===== src/rtl/matmul_drain.sv =====
// Result drain: captures a left_size x right_size matrix of 32-bit results on in_done and streams
// it row-major over valid/ready. Define MATMUL_DRAIN_INDEX_EN to add out_row/out_col outputs.
module matmul_drain #(
  parameter int unsigned left_size  = 2,
  parameter int unsigned right_size = 4
) (
  input  logic                                      clk,
  input  logic                                      rst_n,
  input  logic [left_size-1:0][right_size-1:0][31:0] in_result,
  input  logic                                      in_done,
  output logic                                      busy,
  output logic                                      overrun,
  output logic [31:0]                               out_data,
  output logic                                      out_valid,
  input  logic                                      out_ready,
  output logic                                      out_last
`ifdef MATMUL_DRAIN_INDEX_EN
  ,
  output logic [$clog2((left_size > 2) ? left_size : 2)-1:0]   out_row,
  output logic [$clog2((right_size > 2) ? right_size : 2)-1:0] out_col
`endif
);

  localparam int unsigned N  = left_size * right_size;
  localparam int unsigned KW = $clog2((N > 2) ? N : 2);

  typedef enum logic [0:0] {StIdle, StStream} state_e;

  state_e          state_q, state_d;
  logic [KW-1:0]   k_q, k_d;
  logic [N*32-1:0] mat_q;
  logic            overrun_q, overrun_d;
  logic            capture;
  logic            last_k;
  logic            fire;

  assign last_k    = (k_q == KW'(N - 1));
  assign out_valid = (state_q == StStream);
  assign busy      = out_valid;
  assign fire      = out_valid & out_ready;
  assign out_last  = out_valid & last_k;
  assign overrun   = overrun_q;
  // Packed row-major layout puts element (i,j) at slot i*right_size+j, so k indexes directly.
  assign out_data  = mat_q[32*k_q +: 32];

  always_comb begin
    state_d   = state_q;
    k_d       = k_q;
    capture   = 1'b0;
    overrun_d = 1'b0;
    case (state_q)
      StIdle: begin
        if (in_done) begin
          capture = 1'b1;
          k_d     = '0;
          state_d = StStream;
        end
      end
      StStream: begin
        if (fire && last_k) begin
          // A capture landing on the final handshake refills the buffer with no bubble.
          if (in_done) begin
            capture = 1'b1;
            k_d     = '0;
          end else begin
            state_d = StIdle;
          end
        end else begin
          if (fire) k_d = k_q + 1'b1;
          overrun_d = in_done;
        end
      end
      default: state_d = StIdle;
    endcase
  end

  always_ff @(posedge clk or negedge rst_n) begin
    if (!rst_n) begin
      state_q   <= StIdle;
      k_q       <= '0;
      mat_q     <= '0;
      overrun_q <= 1'b0;
    end else begin
      state_q   <= state_d;
      k_q       <= k_d;
      overrun_q <= overrun_d;
      if (capture) mat_q <= in_result;
    end
  end

`ifdef MATMUL_DRAIN_INDEX_EN
  localparam int unsigned RW = $clog2((left_size > 2) ? left_size : 2);
  localparam int unsigned CW = $clog2((right_size > 2) ? right_size : 2);

  logic [RW-1:0] row_q, row_d;
  logic [CW-1:0] col_q, col_d;

  // Wrapping counters track k / right_size and k % right_size without a divider.
  always_comb begin
    row_d = row_q;
    col_d = col_q;
    if (capture) begin
      row_d = '0;
      col_d = '0;
    end else if (fire && !last_k) begin
      if (col_q == CW'(right_size - 1)) begin
        col_d = '0;
        row_d = row_q + 1'b1;
      end else begin
        col_d = col_q + 1'b1;
      end
    end
  end

  always_ff @(posedge clk or negedge rst_n) begin
    if (!rst_n) begin
      row_q <= '0;
      col_q <= '0;
    end else begin
      row_q <= row_d;
      col_q <= col_d;
    end
  end

  assign out_row = row_q;
  assign out_col = col_q;
`endif

endmodule

===== config.mk =====
export PLATFORM = sky130hd
export DESIGN_NAME = matmul_drain
export DESIGN_NICKNAME = d
export VERILOG_FILES = /design/src/rtl/matmul_drain.sv
export SDC_FILE = /design/constraint.sdc
export NUM_CORES = 1
export LEC_CHECK = 0
export ABC_AREA = 1
export BUFFER_PORTS_ARGS = -buffer_cell sky130_fd_sc_hd__buf_2
export CAP_MARGIN = 20
export CORE_ASPECT_RATIO = 1.2
export CORE_UTILIZATION = 30
export CTS_CLUSTER_SIZE = 30
export DETAILED_ROUTE_END_ITERATION = 8
export PLACE_DENSITY = 0.47
export SLEW_MARGIN = 20
export SYNTH_ARGS = -nofsm -noshare
export SYNTH_HDL_FRONTEND = slang
export SYNTH_SLANG_ARGS = --single-unit
export TNS_END_PERCENT = 100

===== constraint.sdc =====
create_clock -name clk -period 2.1 [get_ports clk]
set_input_delay 0 -clock clk [delete_from_list [all_inputs] [get_ports clk]]
set_output_delay 0 -clock clk [all_outputs]
set_load 0.02 [all_outputs]

* Word-level counts from Yosys, hierarchy flattened
Index checks and enable logic that the tools add are counted.
** Word-level totals
- Output and inout port bits :: 36
- Logic and storage cells :: 23
- Bits of input ports :: 260
- Bits in registers :: 261
** Cells by class
- Add/sub/neg operators :: 1
- Bitwise gates (word level) :: 3
- Multiplexer cells :: 11
- Shifts and indexed selects :: 1
- Reduce and logical (&&, ||, !) cells :: 1
- Equality and inequality tests :: 2
** Operator list (count)
- variable part select 256 x 9 -> 32 bit :: 1
- 2-to-1 mux 3 bit :: 3
- one-hot mux 3 bit (2 select lines) :: 1
- 2-to-1 mux 1 bit :: 5
- one-hot mux 1 bit (2 select lines) :: 2
- adder 3 x 1 -> 3 bit (second input constant) :: 1
- equality test 3 bit (second input constant) :: 1
- != test 3 x 1 -> 1 bit (second input constant) :: 1
- AND 1 bit :: 2
- logical AND 1 bit :: 1
- NOT 1 bit :: 1

* Logic depth before layout (Yosys ltp)
Gate-level depths: netlist of run 1.
- Depth in word-level cells :: 4
- Mapped depth :: 9
- Gate-level depth less buffers :: 8

* Least setup slack after synthesis of run 1
No wires, ideal clock.
- Path type :: register to register
- Start point :: reg k_q[0]
- End point :: reg mat_q[15]
- Path slack :: 546 ps
- Arrival :: 1432 ps
- Setup time :: 121 ps
- Data required time :: 1979 ps
- Cell stages (with the launch flop) :: 9
- Path buffers :: 2
- Cells stage by stage :: dfrtp_1 -> ha_1 -> ha_1 -> nand2_2 -> nand2_2 -> nand2_4 -> buf_6 -> buf_4 -> a21oi_2
** Between the ends
- Longest elaborated chain between the ends :: 4
** RTL lines
- from (decl) :: RTL line 30 : logic [KW-1:0] k_q, k_d;
- from (signal assigned) :: RTL line 85 : k_q <= k_d;
- equality test 3 bit :: RTL line 37 : assign last_k = (k_q == KW'(N - 1));
- logical AND 1 bit :: RTL line 60 : if (fire && last_k) begin
- 2-to-1 mux 1 bit :: RTL line 60
- one-hot mux 1 bit (2 select lines) :: RTL line 51 : case (state_q)
- to (signal assigned) :: RTL line 87 : if (capture) mat_q <= in_result;
- to (decl) :: RTL line 31 : logic [N*32-1:0] mat_q;
Every way passes these cells.
A chain may end at the register's enable or synchronous reset.

* Worst setup path in the final report of run 1
- Start point :: reg k_q[0]
- End point :: reg mat_q[152]
Same word-level chain as after synthesis.

==> reports/metrics.cfg, run 1 <==
[routing]
num_vias=13017
drc=0
vias_per_cell=4.53
ant_nets=0
wire_per_inst_um=17.3
drt_iter0_drc=521
dr.pass1.iters=5
routed_wl_um=49800

[synthesis]
synth.distinct_cells=17
synth.area.top_cells=dfrtp_1, nand2_1, a21oi_1
netlist_instances=1709
yosys.area.top_type=dfrtp_1
ys_seq_area_frac=0.505
ys_ff_latch=261
netlist.area_leader.share=0.505
syn_avg_cell_area_um2=7.56
syn_nets=1971
syn_area_um2=12900
yosysWarningCount=0

[critical_path]
crit_fanout=19
worst_setup_path_end_kind=flop
crit_buf_inv=4
reg2reg_from=k_q[0]
crit_slowest_cell=dfrtp_4
required_ns=2.59
cp_top_family=buffers and inverters
crit_path_cell_trace=buf_6, ha_1, ha_1, nand2_2, nand2_4, nand2_8, buf_12, clkbuf_16, buf_12, nor2_1, a21oi_1
r2r-end=mat_q[152]
r2r_slack_ns=-0.04
startpoint_type=flop
slowest_delay_ns=0.53
critical_path_arrival_ns=2.63
critPathKind=reg2reg
r2r_cells=11

[cts]
clk_pin_slew_worst_paths_ns=0.06
ctsRootBufferMaster=clkbuf_16
clockBufferDepth=3
cts_sinks=261
worstSkewPairLatency_ns=0.57
cts_buffers=31
cts_tree=yes
h-tree-depth=1

[finish]
seqCellArea_um2=6540
multiInputGateArea_um2=5380
stdcell_area_um2=20800
drive_above_1_share=0.278
final_common_cell=nand2_1
synthToLayoutAreaGrowth_pct=61.0
nFillCells=4149
fin_nets=2565
layout_common_cells=nand2_1, inv_1, dlygate4sd3_1, buf_2, dfrtp_1

[pwr]
power_leakage_nw=10.9
p_per_area_nw_per_um2=1460
vdd_drop_max_uv=857

[placed_design]
place.gp.congestion=0.837
port_buffers=295
dp_hpwl_um=31200
placed_area_um2=15100

[floorplanning]
fp.dieW_um=191
pin_count=296
die_y_um=229
fp.dieArea_um2=43900
initial_core_util=0.306
core_um2=42200
core.rowCount=82

[hold_path]
hp-start=in_result[33]
holdPathStages=4
whs_endpoint=mat_q[33]
min-delay-path-class=in2reg

[timing]
period_share=1.02
fmax_mhz=467
slew_violations=0
skew_ns=0.0200
finalHoldViolCount=0
grt_setup_unrepaired=yes
finalSetupViolCount=39
worst_pin_slew_ns=0.602
slew_headroom=0.598
period_minus_slack_ns=2.14
setup_tns_ns=-0.631
worst_slack_ns=-0.0415
whs_ns=0.203

[global_route]
grt_pass1_vias=13321
antenna_found_initial=2
grt_max_degree=70
overflow=0
grt_pass1_wl_um=73400
track_usage=0.217

[run_status]
violations=negative setup slack
outcome=finished with violations

[job]
maxCapViolCount=0

flip-flops by register name, indices dropped and copies added, names as in the netlist:
signal,cells
mat_q,256
overrun,1
k_q,3
busy,1
routing by layer:
metal	routed length [um]	up-vias	GRT usage
met2	24300	318	0.370
met5	13	-	0
met1	21700	6206	0.275
li1	-	6409	-
met4	1770	2	0.0841
met3	2000	82	0.0290
where the power goes:
group | switching [mW] | leakage, nW | internal [mW]
sequential | 0.621 | 2.79 | 7.30
combinational | 10.1 | 7.66 | 7.09
clock | 2.17 | 0.492 | 3.19
total | 12.8 | 10.9 | 17.6
cell usage after synthesis (all sizes together):
library cell	count
a21oi	256
buf	97
clkbuf	10
dfrtp	261
ha	2
inv	264
nand2	428
nand3	133
nor2	257
o21ai	1
how the worst max path moves through the flow:
stage,startpoint,to,slack (ns),cells after the start
2_1_floorplan,k_q[0],mat_q[15],0.55,8
3_3_place_gp,k_q[0],mat_q[1],0.19,8
3_5_place_dp,k_q[0],mat_q[216],0.15,9
4_1_cts,k_q[0],out_data[7],-0.07,9
5_1_grt,k_q[0],mat_q[169],-0.15,10
6_report,k_q[0],mat_q[152],-0.04,11
metrics by stage:
stage	utilization	instances	power (mW)	setup WS, ns
2_1_floorplan	-	1709	16.0	0.546
3_3_place_gp	0.359	2505	20.3	0.188
3_5_place_dp	0.359	2505	20.5	0.151
4_1_cts	0.463	2839	28.5	-0.0669
5_1_grt	0.493	2872	32.6	-0.147
6_report	0.493	2872	30.4	-0.0415
tightest hold or removal path, cell delays in order:
cell,delay [ns]
dlygate4sd3_1,0.51
buf_2,0.09
nor2_1,0.04
a21oi_2,0.09
cell families after synthesis:
family / synth area share
buffers and inverters: 0.133
AO/OA/AOI/OAI: 0.108
AND/OR/NAND/NOR: 0.251
adder cells (fa/ha/maj): 0.00194
flip-flops: 0.505
area by class of cell:
cell class	instances	area share
diodes	1	0.000120
clock buffers	48	0.0437
clock inverters	7	0.00409
inverters	264	0.0486
multi-input cells	1078	0.259
flip-flops and latches	261	0.314
well taps	546	0.0328
repair buffers	667	0.298
timing repair:
item	4_1_cts	5_1_grt
cloned	7	22
endpoints found under the setup margin	32	267
pin swaps	23	58
resized for setup	132	180
hold buffers	262	0
hold endpoints to repair	522	0
buffers inserted	10	12
Power figures use the tool's default switching activity.
==> run 2: changes to the inputs <==
--- a/config.mk
+++ b/config.mk
@@ -10,6 +10,7 @@
 export CAP_MARGIN = 20
 export CORE_ASPECT_RATIO = 1.2
 export CORE_UTILIZATION = 30
+export CTS_BUF_LIST = sky130_fd_sc_hd__clkbuf_8
 export CTS_CLUSTER_SIZE = 30
 export DETAILED_ROUTE_END_ITERATION = 8
 export PLACE_DENSITY = 0.47
==> run 2 against run 1 <==
Against the previous run: the run still ends with negative setup slack left; power decreased by 3.0%; via count increased by 0.59%; maximum frequency decreased by 1.2%; count of clock-buffer cells in the layout increased by 9; hold slack got worse by 0.055 ns; core utilization decreased by 0.27 points.
==> reports/metrics.cfg, run 2 (synthesized netlist as in run 1, its figures left out) <==
[pwr]
power_leakage_nw=11.0
switching_share=0.430
p_total_mw=29.5
clock_power_share=0.163
internal_power_mw=16.8
vdd_drop_max_uv=929
p_switching_mw=12.7
power.share.sequential=0.269
p_per_area_nw_per_um2=1430
combPwrFrac=0.568

[finish]
synthToLayoutAreaGrowth_pct=60.1
largest_register_ffs=256
top_register=mat_q
final_core_utilization=0.491
stdcell_area_um2=20700
fin_nets=2589
top_regs=mat_q (256), k_q (3)
layout_common_cells=nand2_1, inv_1, buf_2
drive_above_1_share=0.269
final_common_cell=nand2_1

[floorplanning]
core_um2=42200
die_y_um=229
initial_core_util=0.306
fp.dieW_um=191
pin_count=296
fp.dieArea_um2=43900
core.rowCount=82

[timing]
worst_slack_ns=-0.0669
grt_setup_unrepaired=yes
fmax_mhz=461
slew_violations=0
worst_pin_slew_ns=0.622
slew_headroom=0.585
finalSetupViolCount=12
period_share=1.03
skew_ns=0.0163
finalHoldViolCount=0
period_minus_slack_ns=2.17

[critical_path]
startpoint_type=flop
r2r_slack_ns=0.03
r2r_cells=12
crit_fanout=20
crit_end=out_data[21]
critical_path_arrival_ns=2.17
cp-startpoint=k_q[0]
worst_setup_path_end_kind=output pin
critPathKind=reg2out
r2r-end=mat_q[3]
required_ns=2.10
reg2reg_from=k_q[0]

[run_status]
outcome=finished with violations
violations=negative setup slack

[routing]
wire_per_inst_um=17.3
vias_per_cell=4.49
routed_wl_um=50400
drc=0
drt_iter0_drc=694
num_vias=13094
ant_nets=0
dr.pass1.iters=5

[cts]
cts_sinks=261
cts_tree=yes
worstSkewPairLatency_ns=0.62
clk_pin_slew_worst_paths_ns=0.06
clockBufferDepth=3
h-tree-depth=2
cts_buffers=49
ctsRootBufferMaster=clkbuf_8

[global_route]
antenna_found_initial=4
grt_pass1_wl_um=73900
grt_pass1_vias=13556
track_usage=0.221
overflow=0
grt_max_degree=71

[placed_design]
port_buffers=295
placed_area_um2=15100
place.gp.congestion=0.837
dp_hpwl_um=31200
dp_slack_ns=0.151

[job]
maxCapViolCount=0

[hold_path]
min-delay-path-class=in2reg

==> run 2: cell count changes in the layout (fill, tap and decap cells not counted), sizes merged <==
cell         before  now
inv             263  292
clkbuf           67   81
clkinv            6    1
buf             386  389
diode             1    4
bufinv            2    1
clkinvlp          0    1
dlygate4sd3     262  261
nand2           429  428
==> run 2: final cells by class <==
class	count	area, um2
Fill cell	4152	21500
Sequential cell	261	6540
Timing Repair Buffer	674	6290
Multi-Input combinational cell	1077	5230
Inverter	264	1010
Clock buffer	57	785
Tap cell	546	683
Clock inverter	31	148
Antenna cell	4	10.0
==> run 2: what timing repair did <==
action | CTS | global route
cloned | 7 | 25
gates resized for setup | 199 | 54
pin swaps | 33 | 20
setup buffers | 8 | 16
endpoints found under the hold margin | 522 | 0
setup endpoints to repair | 32 | 268
hold buffers | 261 | 0
==> run 2: metrics by stage <==
step	hold WS, ns	std cells	TNS (ns)
5_1_grt	0.149	2913	-3.51
3_5_place_dp	0.0196	2505	0
2_1_floorplan	-0.296	1709	0
4_1_cts	0.0939	2869	-1.77
3_3_place_gp	0.0273	2505	0
6_report	0.148	2914	-0.286
==> run 2: routing by layer <==
layer / up-vias / global-route usage / wire length [um]
met5: - / 0 / 13
met4: 2 / 0.108 / 2010
met3: 97 / 0.0375 / 2200
met2: 318 / 0.370 / 24600
met1: 6218 / 0.273 / 21600
li1: 6459 / - / -
==> run 2: how the worst min path moves through the flow <==
| stage | from | endpoint | slack [ns] | cells after the start |
|---|---|---|---|---|
| final | in_result[179] | mat_q[179] | 0.15 | 4 |
| after global routing | in_result[143] | mat_q[143] | 0.15 | 4 |
| after CTS | in_result[143] | mat_q[143] | 0.09 | 4 |
| after detailed placement | rst_n | mat_q[245] | 0.02 | 1 |
| after global placement | rst_n | mat_q[245] | 0.03 | 1 |
| after floorplan | rst_n | busy | -0.30 | 0 |
==> run 2: power groups by stage <==
stage | Sequential, mW | Combinational [mW] | Clock, mW
floorplan | 7.81 | 8.17 | 0
global placement | 7.93 | 12.4 | 0
detailed placement | 7.99 | 12.5 | 0
CTS | 7.93 | 15.7 | 5.00
global route | 8.17 | 18.4 | 5.18
finish | 7.94 | 16.7 | 4.81
==> run 2: critical path: stages (launching register included) <==
cell,delay (ns)
dfrtp_4,0.53
buf_4,0.17
buf_16,0.16
nand2_1,0.10
nand3_2,0.11
nand2_2,0.13
nand2_2,0.11
nand2_2,0.09
buf_6,0.12
==> run 3: changes to the inputs <==
--- a/config.mk
+++ b/config.mk
@@ -9,6 +9,7 @@
 export BUFFER_PORTS_ARGS = -buffer_cell sky130_fd_sc_hd__buf_2
 export CAP_MARGIN = 20
 export CORE_ASPECT_RATIO = 1.2
+export CORE_MARGIN = 2
 export CORE_UTILIZATION = 30
 export CTS_BUF_LIST = sky130_fd_sc_hd__clkbuf_8
 export CTS_CLUSTER_SIZE = 30
==> run 3 against run 2 <==
Against the previous run: the run still ends with negative setup slack left; clock power is 1% higher; sequential share of layout area shrank 0.20 points; cell area increased by 0.62%; setup slack improved by 0.014 ns; sequential power down 0.5%; critical path depth is 2 higher; non-clock buffer count is 43 lower; critical endpoint is now out_data[10].
==> reports/metrics.cfg, run 3 (synthesized netlist as in run 1, its figures left out) <==
[global_route]
antenna_found_initial=2
grt_max_degree=93
grt_pass1_vias=13223
overflow=0
grt_pass1_wl_um=76100
track_usage=0.223

[routing]
ant_nets=0
routed_wl_um=50500
vias_per_cell=4.49
dr.pass1.iters=6
num_vias=12892
wire_per_inst_um=17.6
drt_iter0_drc=566
drc=0

[floorplanning]
initial_core_util=0.303
fp.dieW_um=193
core.rowCount=83
core_um2=42700
fp.dieArea_um2=44800
die_y_um=231
pin_count=296

[finish]
synthToLayoutAreaGrowth_pct=61.1
nFillCells=4183
stdcell_area_um2=20800
layout_common_cells=inv_1, nand2_1, buf_2
top_regs=mat_q (256), k_q (3)
drive_above_1_share=0.306
top_register=mat_q
fin_nets=2545
multiInputGateArea_um2=5760
final_common_cell=inv_1
instances_no_fill=2871
seqCellArea_um2=6540
largest_register_ffs=256

[run_status]
violations=negative setup slack
outcome=finished with violations

[cts]
ctsRootBufferMaster=clkbuf_8
clockBufferDepth=3
cts_sinks=261
cts_buffers=48
cts_tree=yes
worstSkewPairLatency_ns=0.61
h-tree-depth=2
clk_pin_slew_worst_paths_ns=0.06

[timing]
worst_slack_ns=-0.0528
period_share=1.03
worst_pin_slew_ns=0.390
finalSetupViolCount=23
skew_ns=0.0166
finalHoldViolCount=0
period_minus_slack_ns=2.15
slew_headroom=0.740
fmax_mhz=465
setup_tns_ns=-0.658
slew_violations=0
grt_setup_unrepaired=yes

[pwr]
power_leakage_nw=11.0
p_per_area_nw_per_um2=1490
p_total_mw=31.0
vdd_drop_max_uv=1030

[critical_path]
startpoint_type=flop
crit_fanout=8
critPathKind=reg2out
r2r_cells=9
required_ns=2.10
worst_setup_path_end_kind=output pin
critical_path_arrival_ns=2.15

[placed_design]
dp_slack_ns=0.148
dp.cells=2493
place.gp.congestion=0.803
port_buffers=295
placed_area_um2=15000
dp_hpwl_um=30600

[hold_path]
min-delay-path-class=in2async

[job]
maxCapViolCount=0

run 3: cell types whose count changed in the layout (fill, tap and decap cells not counted), sizes merged, moves of 2 or more:
cell and delta:
clkinv +3, inv -12, bufbuf +2, diode -2, clkbuf -15, buf -24
run 3: worst paths after layout:
check / slack [ns] / from / endpoint
max: -0.05 / k_q[0] / out_data[10]
min: 0.05 / rst_n / mat_q[152]
max reg2reg: 0.16 / k_q[1] / mat_q[71]
min reg2reg: 0.51 / mat_q[62] / mat_q[62]
max in group asynchronous: 1.74 / rst_n / mat_q[91]
min in group clk: 0.16 / in_result[211] / mat_q[211]
run 3: report_power, final:
part / switching [mW] / internal (mW) / total (mW)
clock network: 2.23 / 2.62 / 4.86
registers: 0.598 / 7.30 / 7.90
logic: 10.7 / 7.56 / 18.2
total: 13.5 / 17.5 / 31.0
run 3: final cells by class:
class | instances | area share
multi-input combinational | 1077 | 0.277
sequential | 261 | 0.314
antenna | 2 | 0.000240
clock inverter | 22 | 0.00451
clock buffer | 62 | 0.0410
tap | 552 | 0.0332
inverter | 264 | 0.0490
timing repair buffer | 631 | 0.281
run 3: repair_timing:
| action | in CTS | in global routing |
|---|---|---|
| cloned | 19 | 4 |
| endpoints found under the hold margin | 522 | 0 |
| hold buffers | 261 | 0 |
| endpoints found under the setup margin | 32 | 61 |
| buffers inserted | 8 | 1 |
| pin swaps | 42 | 32 |
| gates resized for setup | 299 | 115 |
run 3: metrics by stage:
stage | utilization | hold slack [ns]
final | 0.488 | 0.0487
after detailed placement | 0.351 | -0.0262
after global routing | 0.488 | 0.0279
after CTS | 0.475 | 0.00744
after global placement | 0.351 | -0.0230
after floorplan | - | -0.296
run 3: critical path, cell delays in order, from the launching register on:
cell and delay, ns:
dfrtp_4 0.49, buf_12 0.16, inv_16 0.08, buf_16 0.16, buf_16 0.17, nand2_2 0.06
nand3_2 0.07, nand2_2 0.06, nand2_2 0.08, nand2_2 0.07, buf_6 0.13
run 3: layer usage:
| layer | vias up | wire length [um] | share of wire | global-route usage |
|---|---|---|---|---|
| met5 | - | 0 | 0 | 0 |
| met4 | 0 | 2010 | 0.040 | 0.0971 |
| met3 | 103 | 2190 | 0.043 | 0.0407 |
| met2 | 326 | 25400 | 0.50 | 0.385 |
| met1 | 6092 | 21000 | 0.41 | 0.273 |
| li1 | 6371 | - | - | - |
